<file path="config.mk">
export PLATFORM = sky130hd
export DESIGN_NAME = fft256_stage_sequencer
export DESIGN_NICKNAME = d
export VERILOG_FILES = /design/src/rtl/fft256_pkg.sv /design/src/rtl/fft_delay_line.sv /design/src/rtl/fft256_stage_sequencer.sv
export SDC_FILE = /design/constraint.sdc
export NUM_CORES = 1
export LEC_CHECK = 0
export CAP_MARGIN = 20
export CORE_ASPECT_RATIO = 1.25
export CORE_MARGIN = 5
export CORE_UTILIZATION = 50
export DETAILED_ROUTE_END_ITERATION = 10
export GPL_TIMING_DRIVEN = 0
export PLACE_DENSITY_LB_ADDON = 0.12
export SLEW_MARGIN = 20
export SYNTH_ARGS = -nofsm -noshare
export SYNTH_HDL_FRONTEND = slang
export SYNTH_SLANG_ARGS = --single-unit
</file>
<file path="constraint.sdc">
create_clock -name clk_i -period 5.8 [get_ports clk_i]
set_clock_uncertainty 0.2 [all_clocks]
set_input_delay 0.87 -clock clk_i [delete_from_list [all_inputs] [get_ports clk_i]]
set_output_delay 0.87 -clock clk_i [all_outputs]
set_load 0.1 [all_outputs]
</file>
<file path="src/rtl/fft256_pkg.sv">
// Shared sizes, FSM state type and butterfly address helper for the 256-point in-place FFT sequencer.
// Pure definitions: no latency and no backpressure.
package fft256_pkg;

  localparam int N            = 256;
  localparam int LOG2N        = 8;
  localparam int BF_PER_STAGE = 128;
  localparam int TW_ADDR_W    = 10;
  localparam int DATA_ADDR_W  = 8;
  localparam int STAGE_W      = 3;
  localparam int BF_W         = 7;

  typedef enum logic [1:0] {
    ST_IDLE   = 2'd0,
    ST_ISSUE  = 2'd1,
    ST_DRAIN  = 2'd2,
    ST_FINISH = 2'd3
  } seq_state_e;

  typedef struct packed {
    logic [DATA_ADDR_W-1:0] a;
    logic [DATA_ADDR_W-1:0] b;
  } bf_pair_t;

  // A is bf_idx with a zero inserted at bit position 'stage'; B sets that bit.
  function automatic bf_pair_t bf_addr(input logic [STAGE_W-1:0] stage,
                                       input logic [BF_W-1:0]    bf_idx);
    logic [DATA_ADDR_W-1:0] b_ext;
    logic [DATA_ADDR_W-1:0] low_mask;
    bf_pair_t               pair;
    b_ext    = {1'b0, bf_idx};
    low_mask = (8'd1 << stage) - 8'd1;
    pair.a   = ((b_ext >> stage) << ({1'b0, stage} + 4'd1)) | (b_ext & low_mask);
    pair.b   = pair.a | (8'd1 << stage);
    return pair;
  endfunction

endpackage

</file>
<file path="src/rtl/fft_delay_line.sv">
// Fixed-depth shift register, DEPTH cycles of latency, advances every cycle (no backpressure).
// Asynchronous active-low reset clears every tap to zero.
module fft_delay_line #(
  parameter int DEPTH = 1,
  parameter int WIDTH = 1
) (
  input  logic             clk_i,
  input  logic             rst_n_i,
  input  logic [WIDTH-1:0] din_i,
  output logic [WIDTH-1:0] dout_o
);

  logic [WIDTH-1:0] pipe_q [DEPTH];

  always_ff @(posedge clk_i or negedge rst_n_i) begin
    if (!rst_n_i) begin
      for (int i = 0; i < DEPTH; i++) begin
        pipe_q[i] <= '0;
      end
    end else begin
      pipe_q[0] <= din_i;
      for (int i = 1; i < DEPTH; i++) begin
        pipe_q[i] <= pipe_q[i-1];
      end
    end
  end

  assign dout_o = pipe_q[DEPTH-1];

endmodule

</file>
<file path="src/rtl/fft256_stage_sequencer.sv">
// Sequences 8 stages x 128 butterflies: read/twiddle issue now, tw_valid +ROM_LAT, write-back +ROM_LAT+BF_LAT.
// ready_in_i low stalls issue only; delay lines always advance. FFT_INVERSE_EN adds inverse_i / tw_conj_o.
module fft256_stage_sequencer
  import fft256_pkg::*;
#(
  parameter int ROM_LAT   = 1,
  parameter int BF_LAT    = 4,
  parameter int DRAIN_CYC = ROM_LAT + BF_LAT
) (
  input  logic                   clk_i,
  input  logic                   rst_n_i,
  input  logic                   start_i,
  input  logic                   ready_in_i,
`ifdef FFT_INVERSE_EN
  input  logic                   inverse_i,
  output logic                   tw_conj_o,
`endif
  output logic                   busy_o,
  output logic                   done_o,
  output logic [STAGE_W-1:0]     stage_o,
  output logic [DATA_ADDR_W-1:0] rd_addr_a_o,
  output logic [DATA_ADDR_W-1:0] rd_addr_b_o,
  output logic [TW_ADDR_W-1:0]   tw_addr_o,
  output logic                   rd_en_o,
  output logic                   tw_valid_o,
  output logic [DATA_ADDR_W-1:0] wr_addr_a_o,
  output logic [DATA_ADDR_W-1:0] wr_addr_b_o,
  output logic                   wr_en_o
);

  localparam int WB_LAT  = ROM_LAT + BF_LAT;
  localparam int DRAIN_W = (DRAIN_CYC > 1) ? $clog2(DRAIN_CYC) : 1;
  localparam int WB_W    = 1 + 2 * DATA_ADDR_W;

  localparam logic [DRAIN_W-1:0] DRAIN_LAST = DRAIN_W'(DRAIN_CYC - 1);
  localparam logic [STAGE_W-1:0] LAST_STAGE = STAGE_W'(LOG2N - 1);
  localparam logic [BF_W-1:0]    LAST_BF    = BF_W'(BF_PER_STAGE - 1);

  seq_state_e         state_q, state_d;
  logic [STAGE_W-1:0] stage_q, stage_d;
  logic [BF_W-1:0]    bf_q, bf_d;
  logic [DRAIN_W-1:0] drain_q, drain_d;
  logic               drain_last;

  logic                   rd_en;
  logic [DATA_ADDR_W-1:0] rd_a;
  logic [DATA_ADDR_W-1:0] rd_b;
  logic [TW_ADDR_W-1:0]   tw_addr;
  bf_pair_t               pair;
  logic [WB_W-1:0]        wb_dout;

  assign drain_last = (drain_q == DRAIN_LAST);

  always_ff @(posedge clk_i or negedge rst_n_i) begin
    if (!rst_n_i) begin
      state_q <= ST_IDLE;
    end else begin
      state_q <= state_d;
    end
  end

  always_comb begin
    state_d = state_q;
    unique case (state_q)
      ST_IDLE:   if (start_i) state_d = ST_ISSUE;
      ST_ISSUE:  if (ready_in_i && (bf_q == LAST_BF)) state_d = ST_DRAIN;
      ST_DRAIN: begin
        if (drain_last) begin
          state_d = (stage_q == LAST_STAGE) ? ST_FINISH : ST_ISSUE;
        end
      end
      ST_FINISH: state_d = ST_IDLE;
      default:   state_d = ST_IDLE;
    endcase
  end

  always_comb begin
    busy_o = 1'b0;
    done_o = 1'b0;
    rd_en  = 1'b0;
    unique case (state_q)
      ST_ISSUE: begin
        busy_o = 1'b1;
        rd_en  = ready_in_i;
      end
      ST_DRAIN:  busy_o = 1'b1;
      ST_FINISH: done_o = 1'b1;
      default: ;
    endcase
  end

  // Stage / butterfly / drain counters follow the FSM transitions above.
  always_comb begin
    stage_d = stage_q;
    bf_d    = bf_q;
    drain_d = drain_q;
    unique case (state_q)
      ST_IDLE: begin
        if (start_i) begin
          stage_d = '0;
          bf_d    = '0;
          drain_d = '0;
        end
      end
      ST_ISSUE: begin
        drain_d = '0;
        if (ready_in_i) bf_d = bf_q + 1'b1;
      end
      ST_DRAIN: begin
        drain_d = drain_q + 1'b1;
        if (drain_last) begin
          drain_d = '0;
          bf_d    = '0;
          if (stage_q != LAST_STAGE) stage_d = stage_q + 1'b1;
        end
      end
      ST_FINISH: stage_d = '0;
      default: ;
    endcase
  end

  always_ff @(posedge clk_i or negedge rst_n_i) begin
    if (!rst_n_i) begin
      stage_q <= '0;
      bf_q    <= '0;
      drain_q <= '0;
    end else begin
      stage_q <= stage_d;
      bf_q    <= bf_d;
      drain_q <= drain_d;
    end
  end

  // Addresses are zeroed on bubbles so idle and stalled cycles are deterministic.
  always_comb begin
    pair    = bf_addr(stage_q, bf_q);
    rd_a    = rd_en ? pair.a : '0;
    rd_b    = rd_en ? pair.b : '0;
    tw_addr = rd_en ? {stage_q, bf_q} : '0;
  end

  assign stage_o     = stage_q;
  assign rd_en_o     = rd_en;
  assign rd_addr_a_o = rd_a;
  assign rd_addr_b_o = rd_b;
  assign tw_addr_o   = tw_addr;

`ifdef FFT_INVERSE_EN
  logic       inverse_q;
  logic [1:0] tw_dout;

  always_ff @(posedge clk_i or negedge rst_n_i) begin
    if (!rst_n_i) begin
      inverse_q <= 1'b0;
    end else if ((state_q == ST_IDLE) && start_i) begin
      inverse_q <= inverse_i;
    end
  end

  fft_delay_line #(.DEPTH(ROM_LAT), .WIDTH(2)) u_tw_dly (
    .clk_i   (clk_i),
    .rst_n_i (rst_n_i),
    .din_i   ({rd_en, rd_en & inverse_q}),
    .dout_o  (tw_dout)
  );

  assign tw_valid_o = tw_dout[1];
  assign tw_conj_o  = tw_dout[0];
`else
  fft_delay_line #(.DEPTH(ROM_LAT), .WIDTH(1)) u_tw_dly (
    .clk_i   (clk_i),
    .rst_n_i (rst_n_i),
    .din_i   (rd_en),
    .dout_o  (tw_valid_o)
  );
`endif

  fft_delay_line #(.DEPTH(WB_LAT), .WIDTH(WB_W)) u_wb_dly (
    .clk_i   (clk_i),
    .rst_n_i (rst_n_i),
    .din_i   ({rd_en, rd_a, rd_b}),
    .dout_o  (wb_dout)
  );

  assign wr_en_o     = wb_dout[WB_W-1];
  assign wr_addr_a_o = wb_dout[2*DATA_ADDR_W-1:DATA_ADDR_W];
  assign wr_addr_b_o = wb_dout[DATA_ADDR_W-1:0];

endmodule

</file>
==> impl_metrics.tcl, run 1 <==
set metrics [dict create \
    die_w_um 90.8 \
    worst_slew_margin_rel_pct 33.4 \
    final_nets 421 \
    cp-end-kind "output pin" \
    timing.max_cap.violations 0 \
    drtIter0Drc 96 \
    netSwitchingFraction_pct 43.8 \
    viasPerCell 5.34 \
    drt_wl_total_mm 8.07 \
    finalCriticalPeriod_ps 5140 \
    layout-drive-gt1-share_pct 14.7 \
    dieArea_sq_um 10100 \
    use_met2_pct 30.0 \
    drtAntennaViolNets 0 \
    syn_area_per_cell_sq_um 12.1 \
    grt-ovfl-total 0 \
    ys.flop_type "dfrtp_1" \
    use_met1_pct 20.1 \
    avgRoutedWirePerCell_um 16.1 \
    outcome "completed" \
    ios 54 \
    start_util_pct 51.7 \
    io_buffer_count 53 \
    seq_power_share_pct 38.1 \
    synth_seq_area_share_pct 61.4 \
    synth_common_cells "100 x dfrtp_1, 33 x nand2_1, 17 x buf_4, 17 x o21ai_0, 15 x ha_1" \
    holdBufCountCts 0 \
    finalPower_mw 2.13 \
    fmax_mhz 195 \
    yosys.area.top_type_share_pct 61.4 \
    drc 0 \
    synth_most_common_cell "dfrtp_1" \
    place_congestion 0.844 \
    p_leak_nw 2.39 \
    hold_viol_final 0 \
    cts_setup_buffers 0 \
    antenna_found_initial 0 \
    grt_max_degree 73 \
    grt_pass1_vias 2773 \
    rows 36 \
    antenna_cells 0 \
    path_class "flip-flop to output pin" \
    syn_area_sq_um 4080 \
    clockBufferDepth 2 \
    cp_max_fo 10 \
    synth_warnings 0 \
    p_int_mw 1.19 \
    cp-start-kind "flip-flop" \
    fillers 630 \
    ys_top_cells_by_area "dfrtp_1 61%, ha_1 4.6%, buf_4 3.1%" \
    worst-endpoint-required_ps 4730 \
    die_h_um 111 \
    dp_hpwl_mm 6.05 \
    core_area_sq_um 7880 \
    synth_top_cell_by_area "dfrtp_1" \
    rsz0062_at_grt "false" \
    fin_tns_setup_ps 0 \
    netlist_instances 337 \
    ir_drop_uv 465 \
    period_share_pct 88.6 \
    power_frac_clock_pct 19.7 \
    cts_max_level 3 \
    multi_input_area_sq_um 1330 \
    regArea_sq_um 2500 \
    synth_cell_types 56 \
    drtPass1Iterations 5 \
    numCtsBuffers 9 \
    syn_to_final_growth_pct 21.3 \
    grt_most_used_layer "met2" \
    clkSlewWorstSetupHoldPaths_ps 110 \
    cts_tree "built" \
    synth_nets 356 \
    cts_sinks 100 \
    comb_power_share_pct 42.2 \
    p_per_area_nw_per_um2 430 \
    setup_viol 0 \
    root_buffer "clkbuf_8" \
    gr-usage-met3_pct 4.21 \
    ctsResizeCount 0 \
    power.switching_uw 932 \
    grt_usage_pct 17.3 \
    dr_total_vias 2683 \
    grt_pass1_wl_mm 13.8 \
    hp-class "flip-flop to flip-flop" \
    synth_edf_count 0 \
    slew_violations 0 \
    clk_latency_ps 360 \
    worst_pin_slew_ps 996 \
    async_reset_ff_share_pct 100 \
    synth_seq_cells 100 \
    worstPathArrival_ps 4070 \
]
==> cells in the final DEF (no fill, tap or decap), drive strengths merged, types with 2 or more instances in the layout <==
| cell | count |
|---|---|
| a21o | 3 |
| a21oi | 9 |
| a221oi | 2 |
| a22o | 8 |
| a22oi | 2 |
| a31oi | 2 |
| and3 | 8 |
| and4 | 2 |
| buf | 29 |
| clkbuf | 13 |
| clkdlybuf4s50 | 52 |
| clkinv | 4 |
| dfrtp | 100 |
| ha | 15 |
| inv | 14 |
| mux2i | 5 |
| nand2 | 33 |
| nand2b | 8 |
| nand3 | 12 |
| nand4 | 3 |
| nor2 | 14 |
| nor2b | 5 |
| nor3 | 5 |
| o21ai | 20 |
| o22ai | 5 |
| o2bb2ai | 2 |
| o31ai | 4 |
| or2 | 3 |
| or2b | 2 |
| or3 | 3 |
| xor2 | 4 |
==> metrics by stage <==
stage / util (%) / instances / worst slack, ps / instance area, sq um / hold slack, ps
2_1_floorplan: - / 337 / 360 / 4080 / 131
3_3_place_gp: 59.9 / 485 / 196 / 4720 / 132
3_5_place_dp: 60.3 / 486 / 1010 / 4750 / 135
4_1_cts: 62.7 / 502 / 619 / 4940 / 152
5_1_grt: 62.7 / 502 / 393 / 4940 / 154
6_report: 62.7 / 502 / 664 / 4940 / 150
==> kinds of logic after synthesis <==
group | after synthesis | synth area share (%)
xor+xnor | 4 | 1.04
buf+inv | 42 | 5.89
mux | 5 | 1.84
flops | 100 | 61.4
simple gates | 102 | 12.7
compound gates | 69 | 12.5
fa+ha+maj | 15 | 4.61
==> metal layers <==
layer	routed length, um	vias up
met5	0	-
met1	3220	1309
met4	223	0
met2	4260	74
li1	-	1281
met3	366	19
==> power groups by stage <==
stage / clock network [mW] / registers, mW / logic (mW)
3_3_place_gp: 0 / 0.822 / 0.881
4_1_cts: 0.431 / 0.813 / 0.899
6_report: 0.419 / 0.811 / 0.896
3_5_place_dp: 0 / 0.827 / 0.897
5_1_grt: 0.465 / 0.822 / 0.961
2_1_floorplan: 0 / 0.877 / 0.634
==> sequential cells by signal (all words and copies together) (netlist names) <==
register / cells
bf_q: 7
stage_o: 3
state_q: 2
u_wb_dly.dout_o: 17
u_wb_dly.pipe_q: 67
drain_q: 3
u_tw_dly.dout_o: 1
==> final cells by class <==
| cell class | count | share of cell area, % |
|---|---|---|
| multi-input combinational | 195 | 27.0 |
| buffer | 31 | 4.03 |
| tap | 95 | 2.41 |
| inverter | 11 | 0.835 |
| clock inverter | 7 | 1.32 |
| timing repair buffer | 54 | 11.3 |
| clock buffer | 9 | 2.51 |
| sequential | 100 | 50.6 |
==> path summary, 6_finish.rpt <==
check,from,endpoint,slack (ps),cells past startpoint
worst max-delay path,stage_o[0]$_DFFE_PN0P_,rd_addr_b_o[6],660,11
worst min register to register,u_wb_dly.pipe_q[21]$_DFF_PN0_,u_wb_dly.dout_o[4]$_DFF_PN0_,150,0
worst max register to register,stage_o[0]$_DFFE_PN0P_,u_wb_dly.pipe_q[72]$_DFF_PN0_,2810,9
max in group asynchronous,rst_n_i,u_wb_dly.pipe_q[56]$_DFF_PN0_,4620,2
min in group asynchronous,rst_n_i,u_tw_dly.dout_o$_DFF_PN0_,170,1
worst min-delay path,u_wb_dly.pipe_q[21]$_DFF_PN0_,u_wb_dly.dout_o[4]$_DFF_PN0_,150,0
==> worst max-delay path: stages, from the launching register on <==
cell and delay, ps:
dfrtp_1 600, buf_2 300, inv_1 140, ha_1 310, nand2_1 150, ha_1 250
nand2b_1 130, a21oi_1 170, nand3b_1 90, and3_1 170, o22ai_1 200, clkdlybuf4s50_1 1190
Power figures use the tool's default switching activity.
==> run 2: changes to the inputs <==
- PLACE_DENSITY_LB_ADDON: 0.12 -> 0.1
==> impl_metrics.tcl, run 2 (same netlist as run 1, synthesis figures left out) <==
set metrics [dict create \
    outcome "completed" \
    largest_register_ffs 67 \
    place_congestion 0.882 \
    netSwitchingFraction_pct 43.6 \
    avgRoutedWirePerCell_um 16.0 \
    grt_max_degree 71 \
    final_nets 421 \
    cpMaxStageDelayCell "clkdlybuf4s50_1" \
    cts_sinks 100 \
    hold_viol_final 0 \
    path_class "flip-flop to output pin" \
    rows 36 \
    ir_drop_uv 429 \
    clockBufferDepth 2 \
    top_register "u_wb_dly.pipe_q" \
    power.switching_uw 919 \
    regArea_sq_um 2500 \
    layout_commonest_cell "dfrtp_1" \
    cp_common_cell "ha_1" \
    timing.max_cap.violations 0 \
    cp-start-kind "flip-flop" \
    cts_setup_buffers 0 \
    die_h_um 111 \
    cp-end-kind "output pin" \
    ctsResizeCount 0 \
    grt-ovfl-total 0 \
    grt_usage_pct 16.7 \
    numCtsBuffers 9 \
    holdBufCountCts 0 \
    seq_power_share_pct 38.3 \
    drtAntennaViolNets 0 \
    path_cells "buf_2 -> inv_1 -> ha_1 -> nand2_1 -> ha_1 -> nand2b_1 -> a21oi_1 -> nand3b_1 -> and3_1 -> o22ai_1 -> clkdlybuf4s50_1" \
    setup_viol 0 \
    fmax_mhz 198 \
    ios 54 \
    multi_input_area_sq_um 1330 \
    grt_pass1_wl_mm 13.5 \
    root_buffer "clkbuf_8" \
    start_util_pct 51.7 \
    critPathMaxStageDelay_ps 1190 \
    cts_max_level 3 \
    slew_violations 0 \
    layout-drive-gt1-share_pct 14.5 \
    worstPathArrival_ps 3990 \
    antenna_found_initial 0 \
    core_area_sq_um 7880 \
    dr_total_vias 2667 \
    antenna_cells 0 \
    syn_to_final_growth_pct 21.2 \
    cp_max_fo 10 \
    dieArea_sq_um 10100 \
    drtIter0Drc 138 \
    holdWs_ps 153 \
    grt_pass1_vias 2672 \
    die_w_um 90.8 \
    power_frac_clock_pct 19.3 \
    p_per_area_nw_per_um2 427 \
    viasPerCell 5.31 \
    rsz0062_at_grt "false" \
    finalCriticalPeriod_ps 5060 \
    drt_wl_total_mm 8.04 \
    hp-class "flip-flop to flip-flop" \
    drtPass1Iterations 4 \
    cts_tree "built" \
    period_share_pct 87.2 \
    worst_pin_slew_ps 994 \
    clkSlewWorstSetupHoldPaths_ps 100 \
    p_leak_nw 2.38 \
    comb_power_share_pct 42.4 \
    dp_hpwl_mm 5.85 \
    drc 0 \
    worst_slew_margin_rel_pct 33.5 \
    io_buffer_count 53 \
    layout_common_cells "100 x dfrtp_1, 52 x clkdlybuf4s50_1, 33 x nand2_1, 17 x buf_4, 17 x o21ai_0" \
    fin_tns_setup_ps 0 \
    p_int_mw 1.19 \
    clk_latency_ps 350 \
    fillers 657 \
    worst-endpoint-required_ps 4730 \
]
==> run 2: per-layer routing <==
layer | vias to the layer above | global-route usage [%] | part of all wire (%)
met5 | - | 0 | 0
met4 | 0 | 6.95 | 1.9
met3 | 15 | 3.33 | 4.8
met2 | 79 | 27.3 | 51
met1 | 1301 | 21.7 | 42
li1 | 1272 | - | -
==> run 2: per-stage QoR <==
| stage | utilization, % | instance area, sq um | setup slack [ps] | instances | total power, mW |
|---|---|---|---|---|---|
| after floorplan | - | 4080 | 360 | 337 | 1.51 |
| after global placement | 59.9 | 4720 | 231 | 485 | 1.70 |
| after detailed placement | 60.3 | 4750 | 1020 | 486 | 1.72 |
| after CTS | 62.6 | 4940 | 702 | 502 | 2.13 |
| after global routing | 62.6 | 4940 | 497 | 502 | 2.23 |
| final | 62.6 | 4940 | 742 | 502 | 2.11 |
==> run 2: layout make-up <==
type | instances | share of cell area [%]
Sequential cell | 100 | 50.7
Multi-Input combinational cell | 195 | 27.0
Timing Repair Buffer | 54 | 11.3
Buffer | 31 | 4.03
Clock buffer | 10 | 2.58
Tap cell | 95 | 2.41
Clock inverter | 6 | 1.14
Inverter | 11 | 0.836
==> run 2: critical path: cells and delay by family, from the launching register on <==
kind                     cells  cell delay [ps]
AND/OR/NAND/NOR              4              560
adder cells (fa/ha/maj)      2              550
buffers and inverters        3             1590
AO/OA/AOI/OAI                2              360
flip-flops                   1              580
==> run 2: path summary, 6_finish.rpt <==
check | startpoint | endpoint | slack [ps] | cells after the start
min reg2reg | u_wb_dly.pipe_q[65]$_DFF_PN0_ | u_wb_dly.pipe_q[48]$_DFF_PN0_ | 150 | 0
min | u_wb_dly.pipe_q[65]$_DFF_PN0_ | u_wb_dly.pipe_q[48]$_DFF_PN0_ | 150 | 0
max | stage_o[0]$_DFFE_PN0P_ | rd_addr_b_o[6] | 740 | 11
max in group asynchronous | rst_n_i | u_wb_dly.dout_o[3]$_DFF_PN0_ | 4610 | 2
min in group asynchronous | rst_n_i | u_wb_dly.dout_o[4]$_DFF_PN0_ | 190 | 1
max reg2reg | stage_o[0]$_DFFE_PN0P_ | u_wb_dly.pipe_q[72]$_DFF_PN0_ | 2830 | 9
==> run 2: power by group through the flow <==
stage	Clock (mW)	Combinational, mW	Sequential, mW
floorplan	0	0.634	0.877
global placement	0	0.880	0.820
detailed placement	0	0.893	0.824
CTS	0.421	0.896	0.810
global route	0.449	0.960	0.820
finish	0.407	0.895	0.809
